$ cat config.mk
export PLATFORM = sky130hd
export DESIGN_NAME = vx_csr_timeit
export DESIGN_NICKNAME = d
export VERILOG_FILES = /design/src/rtl/vx_csr_timeit.sv
export SDC_FILE = /design/constraint.sdc
export NUM_CORES = 2
export LEC_CHECK = 0
export CORE_UTILIZATION = 56
export DETAILED_ROUTE_END_ITERATION = 16
export PLACE_DENSITY = 0.77
export SYNTH_ARGS = -nofsm -noshare
export SYNTH_HDL_FRONTEND = slang
export SYNTH_SLANG_ARGS = --single-unit
$ cat constraint.sdc
create_clock -name clk -period 5.2 [get_ports clk]
set_input_delay 1.04 -clock clk [delete_from_list [all_inputs] [get_ports clk]]
set_output_delay 1.04 -clock clk [all_outputs]
set_load 0.02 [all_outputs]
$ cat src/rtl/vx_csr_timeit.sv
// Per-warp PC-range cycle timer exposed as a small CSR bank.
// Each (warp, range) cell runs between a START-PC commit and an END-PC commit, counting cycles and intervals.
module vx_csr_timeit #(
    parameter int          NUM_WARPS  = 4,
    parameter int          NUM_RANGES = 2,
    parameter int          CTR_WIDTH  = 48,
    parameter logic [11:0] CSR_BASE   = 12'hB20,
    localparam int         NW_BITS    = (NUM_WARPS > 1) ? $clog2(NUM_WARPS) : 1
) (
    input  logic                           clk,
    input  logic                           reset,
    input  logic                           write_enable,
    input  logic [11:0]                    write_addr,
    input  logic [31:0]                    write_data,
    input  logic [11:0]                    read_addr,
    input  logic [NW_BITS-1:0]             read_wid,
    output logic [31:0]                    read_data,
    output logic                           read_hit,
    input  logic                           commit_valid,
    input  logic [NW_BITS-1:0]             commit_wid,
    input  logic [31:0]                    commit_pc,
    output logic [NUM_WARPS*NUM_RANGES-1:0] active_mask
);

    localparam int N         = NUM_RANGES;
    localparam int NUM_CELLS = NUM_WARPS * NUM_RANGES;

    typedef enum logic {
        IDLE    = 1'b0,
        RUNNING = 1'b1
    } state_t;

    logic [31:0]          start_q [N];
    logic [31:0]          start_d [N];
    logic [31:0]          end_q   [N];
    logic [31:0]          end_d   [N];
    logic [N-1:0]         armed_q;
    logic [N-1:0]         armed_d;
    logic [N-1:0]         wr_start;
    logic [N-1:0]         wr_end;
    logic [11:0]          wr_off;
    logic [11:0]          rd_off;
    logic                 wr_in;
    logic                 rd_in;

    logic [CTR_WIDTH-1:0] cnt_all  [NUM_CELLS];
    logic [15:0]          hits_all [NUM_CELLS];
    logic [NUM_CELLS-1:0] running;

    assign wr_off = write_addr - CSR_BASE;
    assign rd_off = read_addr - CSR_BASE;
    assign wr_in  = write_enable && (write_addr >= CSR_BASE);
    assign rd_in  = read_addr >= CSR_BASE;

    always_comb begin
        wr_start = '0;
        wr_end   = '0;
        for (int r = 0; r < N; r++) begin
            if (wr_in && wr_off == 12'(2 * r))     wr_start[r] = 1'b1;
            if (wr_in && wr_off == 12'(2 * r + 1)) wr_end[r]   = 1'b1;
        end
    end

    always_comb begin
        armed_d = armed_q;
        for (int r = 0; r < N; r++) begin
            start_d[r] = start_q[r];
            end_d[r]   = end_q[r];
            if (wr_start[r]) begin
                start_d[r] = write_data;
                armed_d[r] = 1'b0;
            end
            if (wr_end[r]) begin
                end_d[r]   = write_data;
                armed_d[r] = 1'b1;
            end
        end
    end

    always_ff @(posedge clk) begin
        if (reset) begin
            armed_q <= '0;
            for (int r = 0; r < N; r++) begin
                start_q[r] <= '0;
                end_q[r]   <= '0;
            end
        end else begin
            armed_q <= armed_d;
            for (int r = 0; r < N; r++) begin
                start_q[r] <= start_d[r];
                end_q[r]   <= end_d[r];
            end
        end
    end

    // Cell gi serves warp gi % NUM_WARPS of range gi / NUM_WARPS, matching the active_mask bit order.
    for (genvar gi = 0; gi < NUM_CELLS; gi++) begin : g_cell
        localparam int R = gi / NUM_WARPS;
        localparam int W = gi % NUM_WARPS;

        state_t               state_q;
        state_t               state_d;
        logic [CTR_WIDTH-1:0] cnt_q;
        logic [CTR_WIDTH-1:0] cnt_d;
        logic [15:0]          hits_q;
        logic [15:0]          hits_d;
        logic                 my_commit;

        assign my_commit = armed_q[R] && commit_valid && (commit_wid == NW_BITS'(W));

        always_comb begin
            state_d = state_q;
            cnt_d   = cnt_q;
            hits_d  = hits_q;
            if (state_q == RUNNING && cnt_q != {CTR_WIDTH{1'b1}}) begin
                cnt_d = cnt_q + CTR_WIDTH'(1);
            end
            // A CSR write on this range wins over any commit in the same cycle.
            if (wr_end[R]) begin
                state_d = IDLE;
                cnt_d   = '0;
                hits_d  = '0;
            end else if (wr_start[R]) begin
                state_d = IDLE;
                cnt_d   = cnt_q;
            end else if (my_commit) begin
                if (state_q == IDLE && commit_pc == start_q[R]) begin
                    state_d = RUNNING;
                end else if (state_q == RUNNING && commit_pc == end_q[R]) begin
                    state_d = IDLE;
                    if (hits_q != 16'hFFFF) begin
                        hits_d = hits_q + 16'd1;
                    end
                end
            end
        end

        always_ff @(posedge clk) begin
            if (reset) begin
                state_q <= IDLE;
                cnt_q   <= '0;
                hits_q  <= '0;
            end else begin
                state_q <= state_d;
                cnt_q   <= cnt_d;
                hits_q  <= hits_d;
            end
        end

        assign cnt_all[gi]  = cnt_q;
        assign hits_all[gi] = hits_q;
        assign running[gi]  = (state_q == RUNNING);
    end

    assign active_mask = running;

    logic [CTR_WIDTH-1:0] cnt_sel;
    logic [15:0]          hits_sel;
    logic                 wid_ok;
    int                   idx;

    always_comb begin
        read_hit  = 1'b0;
        read_data = '0;
        cnt_sel   = '0;
        hits_sel  = '0;
        idx       = 0;
        wid_ok    = int'(read_wid) < NUM_WARPS;
        if (rd_in) begin
            for (int r = 0; r < N; r++) begin
                idx      = r * NUM_WARPS + (wid_ok ? int'(read_wid) : 0);
                cnt_sel  = wid_ok ? cnt_all[idx] : '0;
                hits_sel = wid_ok ? hits_all[idx] : '0;
                if (rd_off == 12'(2 * r)) begin
                    read_hit  = 1'b1;
                    read_data = start_q[r];
                end
                if (rd_off == 12'(2 * r + 1)) begin
                    read_hit  = 1'b1;
                    read_data = end_q[r];
                end
                if (rd_off == 12'(2 * N + 2 * r)) begin
                    read_hit  = 1'b1;
                    read_data = cnt_sel[31:0];
                end
                if (rd_off == 12'(2 * N + 2 * r + 1)) begin
                    read_hit  = 1'b1;
                    read_data = 32'(cnt_sel >> 32);
                end
                if (rd_off == 12'(4 * N + r)) begin
                    read_hit  = 1'b1;
                    read_data = {16'd0, hits_sel};
                end
            end
            if (rd_off == 12'(5 * N)) begin
                read_hit  = 1'b1;
                read_data = 32'(armed_q);
            end
        end
    end

endmodule
# == Word level (Yosys, flattened, before mapping) ==
# Memory sizes are Yosys's and may differ from the RTL's.
# Cells that the tools add are included.
# op_classes
add_sub_neg,19
mul,0
div,0
magnitude_cmp,4
n_eq_ne,36
n_shift,0
mux,71
bitwise,24
n_reduce_logical,80
# op_table
operator,count
$mux W32,20
$add A48 B1 Y48 const B,8
$ne A48 B48 Y1 const B,8
$bmux W48 S3,2
$mux W48,4
$add A16 B1 Y16 const B,8
$eq A32 B32 Y1,4
$ne A16 B16 Y1 const B,8
$bmux W16 S3,2
$ge A32 B4 Y1 const B,2
$mux W16,4
$eq A12 B2 Y1 const B,4
$eq A12 B3 Y1 const B,4
$reduce_and A5 Y1,8
$logic_and A1 B1 Y1,39
$mux W1,39
$eq A12 B4 Y1 const B,3
$not A2 Y32,1
$not A4 Y32,1
$reduce_and A2 Y1,16
$eq A12 B1 Y1 const B,2
$ge A12 B12 Y1 const B,2
$logic_not A12 Y1,2
$sub A12 B12 Y12 const B,2
9 further kinds,41
# totals
ff_bits,522
latch_bits,0
ramBits,128
mem_bits_ro,0
input_bits,96
output_inout_bits,41
elab_cells,262
n_memories,2
# memory_table
memory,depth,word_bits,rd,rd_clocked_by_memory_dff,write_ports,line,source
end_q,2,32,2,0,2,35,logic [31:0] end_q [N];
start_q,2,32,2,0,2,33,logic [31:0] start_q [N];

# == Longest topological paths before layout ==
# logic_depth
word_depth,14
depth_mapped,13
ltp_nobuf,9

# == Worst setup path before layout ==
# Ideal clock, no wire load.
# synth_path
kind,in2out
start,in read_addr[5]
end,out read_data[1]
t_arrival_ns,3.438
required_time_ns,4.160
slack_ns,0.722
cell_stages,10
path_buffers,2
cell_sequence,inv_1 -> ha_1 -> nand2b_1 -> and4_1 -> clkbuf_1 -> nor2_1 -> nor3_2 -> clkbuf_1 -> a2111oi_0 -> nor4_1
# synth_between
elab_chain_len,14
word_cells_on_any_way,25
cone_classes,add/sub: 1; order compare: 1; eq/ne: 10; mux: 12; reduce/logical: 1
# synth_rtl
element,line,source
"start, declared",15,"input logic [11:0] read_addr,"
$sub A12 B12 Y12,51,assign rd_off = read_addr - CSR_BASE;
$logic_not A12 Y1,174,if (rd_off == 12'(2 * r)) begin
$mux W32,174,
$mux W32,178,if (rd_off == 12'(2 * r + 1)) begin
$mux W32,182,if (rd_off == 12'(2 * N + 2 * r)) begin
$mux W32,186,if (rd_off == 12'(2 * N + 2 * r + 1)) begin
$mux W32,190,if (rd_off == 12'(4 * N + r)) begin
$mux W32,174,
$mux W32,178,
$mux W32,182,
$mux W32,186,
$mux W32,190,
$mux W32,195,if (rd_off == 12'(5 * N)) begin
$mux W32 *,169,if (rd_in) begin
"end, declared",17,"output logic [31:0] read_data,"
# Every way passes the cells marked *; elsewhere a longest branch is shown, timed or not.

# == Worst setup path in the final report ==
# layout_path
start,in read_addr[5]
end,out read_data[5]
# Same word-level chain as after synthesis.

==> run metrics <==
H-Tree Level Count=3; worst path cell trace=clkdlybuf4s50_1, inv_1, ha_2, xnor2_2, and4b_2, buf_4, and4_1, buf_4, a31oi_1, o311a_1, o31ai_4, buf_4, clkdlybuf4s50_1; maxcap violations=0; Area after DPL=39100 um2; Worst slew margin=0.236; CTS tree=done; post-route cell area=41700 um2; Max VDD drop=197 uV; Worst Setup Start Kind=input pin; Top FF cell, synth=dfxtp_1; M1 wire length=52100 um; Reg area=13000 um2; DR top layer=met5; biggest area consumer among synthesized cells=dfxtp_1; Max Fclk=188 MHz; CP max stage delay=0.59 ns; share of cells above drive strength 1=0.110; DRC=0; P_leak=0.0142 uW; GPL Wtd Cong=1.06; status=finished with violations; n_diodes=0; First-pass DRT Iterations=8; 1st-iter DRT viols=5020; Pwr Total=10900 uW; critical path type=in2out; synth warn=0; Hold WC Path Type=reg2reg; Slew Viols, Final=0; die area=65800 um2; Synth async-reset ratio=0; Num CTS Buffers=73; footprint of the multi-input gates=22300 um2; final wirelength=130000 um; most frequent cells after synthesis=650 x dfxtp_1, 520 x nor2_1, 504 x nand2_1, 327 x xor2_1, 239 x nand3_1; final setup fails=1; Clock Skew=0.0225 ns; first-pass GRT wire length=195000 um; Worst Setup Slack, final=-0.119 ns; wire per inst=24.4 um; worst-path maximum fanout=12; gr ovfl total=0; crit share post-route=1.02; Buf+Inv Stages, Crit Path=6; pwr/cell area=262 nW/um2; vias=34700; Synth-to-Final Area Change=15.0%; RSZ-0062 raised after global routing=true; Slowest-stage cell, CP=clkdlybuf4s50_1; measured slew at the worst slew-check pin=1.15 ns; minimum clock period=5.32 ns; Buffers on Ports=136; Root Driver=clkbuf_16; Post-synth EDFFs=0; pin count of the biggest net entering global routing=104; flops & latches, synth=650; vias in the first global route=31400; Initial Utilization=0.571; post-synth top area share=0.359; most used cell, CP=buf_4; Die H=257 um; hold buffers post-CTS=0; initial antenna violation count=6; WP data required=4.16 ns; clock tree buffer depth=3; final hold viol count=0; most common cell in the netlist=dfxtp_1; CP delay by family, top=buffers and inverters; critical path arrival=4.28 ns; Final ANT Viol Nets=0; filler instances=5362; met2 WL=54300 um; Detailed Place HPWL=97600 um; Distinct cells, synth=89; Mapped Avg Cell Area=8.46 um2; register area share after synthesis=0.359; Core Area=63500 um2; Worst setup EP type=primary output; routed length on met3=16400 um; GRT Total Usage=0.385; Clock Latency Late Sink=0.63 ns; Area contributors post-synth=dfxtp_1 36%, mux4_2 7.9%, xor2_1 7.9%; Post-Syn Area=36300 um2; setup tns final=-0.119 ns; Clock Sinks=650; Reg clk slew, reported paths=0.06 ns; fin nets=4542; Die W=257 um; fin util=0.657; total nets after synthesis=4403; failing checks=setup timing; Ports=137; num rows=92; Mapped Cells=4289; Via density=6.52
==> worst min-delay path, cell delays in order (launching register included) <==
cell and delay, ns:
dfxtp_1 0.33, nand2_1 0.06, a21oi_1 0.05
==> metrics by stage <==
step | hold slack [ns] | cells | setup slack [ns]
2_1_floorplan | 0.449 | 4289 | 0.722
4_1_cts | 0.486 | 5324 | -0.186
3_3_place_gp | 0.471 | 5192 | -0.618
3_5_place_dp | 0.479 | 5192 | -0.673
5_1_grt | 0.503 | 5330 | -0.225
6_report | 0.487 | 5330 | -0.119
==> cell families (layout without fill, tap and decap cells) <==
group / count (synthesis) / count (layout) / share of synthesized area
AO/OA/AOI/OAI: 545 / 545 / 0.0936
XOR/XNOR: 533 / 533 / 0.129
adder cells (fa/ha/maj): 18 / 18 / 0.00621
buffers and inverters: 290 / 485 / 0.0349
flip-flops: 650 / 650 / 0.359
multiplexers: 176 / 176 / 0.0931
AND/OR/NAND/NOR: 2077 / 2077 / 0.285
==> layout by cell type, fill, tap and decap left out, drive strengths merged, types with 20 or more instances in the layout <==
cell type / n
dfxtp: 650
nor2: 522
nand2: 504
xor2: 327
nand3: 239
a21oi: 234
xnor2: 206
nand4: 193
buf: 170
nor3: 135
mux4: 128
and3: 121
clkbuf: 109
clkdlybuf4s50: 103
o21ai: 94
nor4: 92
or3: 84
and4: 59
inv: 59
mux2i: 47
and2: 41
a31oi: 24
o21a: 23
or4: 22
o22ai: 22
o31ai: 22
o211ai: 20
==> per-layer routing <==
layer  GRT usage  vias to the layer above
met4       0.190                       10
met2       0.555                     2112
met3       0.100                      328
met5           0                        -
met1       0.533                    16600
li1            -                    15700
==> sequential cells by signal, summed over array words and instances (netlist names) <==
name,flops
start_q,64
g_cell.state_q,8
g_cell.cnt_q,384
armed_q,2
g_cell.hits_q,128
end_q,64
==> layout make-up <==
type	instances	share of cell area
timing repair buffer	302	0.0656
clock inverter	28	0.00911
clock buffer	103	0.0503
inverter	52	0.00468
tap	846	0.0254
sequential	650	0.312
multi-input combinational	3349	0.533
==> timing repair <==
| item | CTS | global route |
|---|---|---|
| buffers inserted | 1 | 6 |
| setup endpoints to repair | 32 | 23 |
| gates resized for setup | 48 | 24 |
| pin swaps | 2 | 2 |
==> power by group <==
group / total [uW] / switching, uW / internal (uW) / leakage (uW)
registers: 4980 / 0.172 / 4980 / 0.00523
clock network: 5420 / 2230 / 3190 / 0.00123
logic: 524 / 323 / 201 / 0.00770
total: 10900 / 2550 / 8370 / 0.0142
==> path summary, 6_finish.rpt <==
check / slack (ns) / depth (start not counted) / endpoint / from
hold reg to reg: 0.49 / 2 / end_q[0][5]$_SDFFE_PP0P_ / end_q[0][5]$_SDFFE_PP0P_
setup reg to reg: 1.90 / 8 / g_cell[3].cnt_q[39]$_SDFFE_PP0P_ / g_cell[3].cnt_q[13]$_SDFFE_PP0P_
hold / removal: 0.49 / 2 / end_q[0][5]$_SDFFE_PP0P_ / end_q[0][5]$_SDFFE_PP0P_
setup / recovery: -0.12 / 13 / read_data[5] / read_addr[5]
Note: power is estimated with default switching activity, not from simulation.
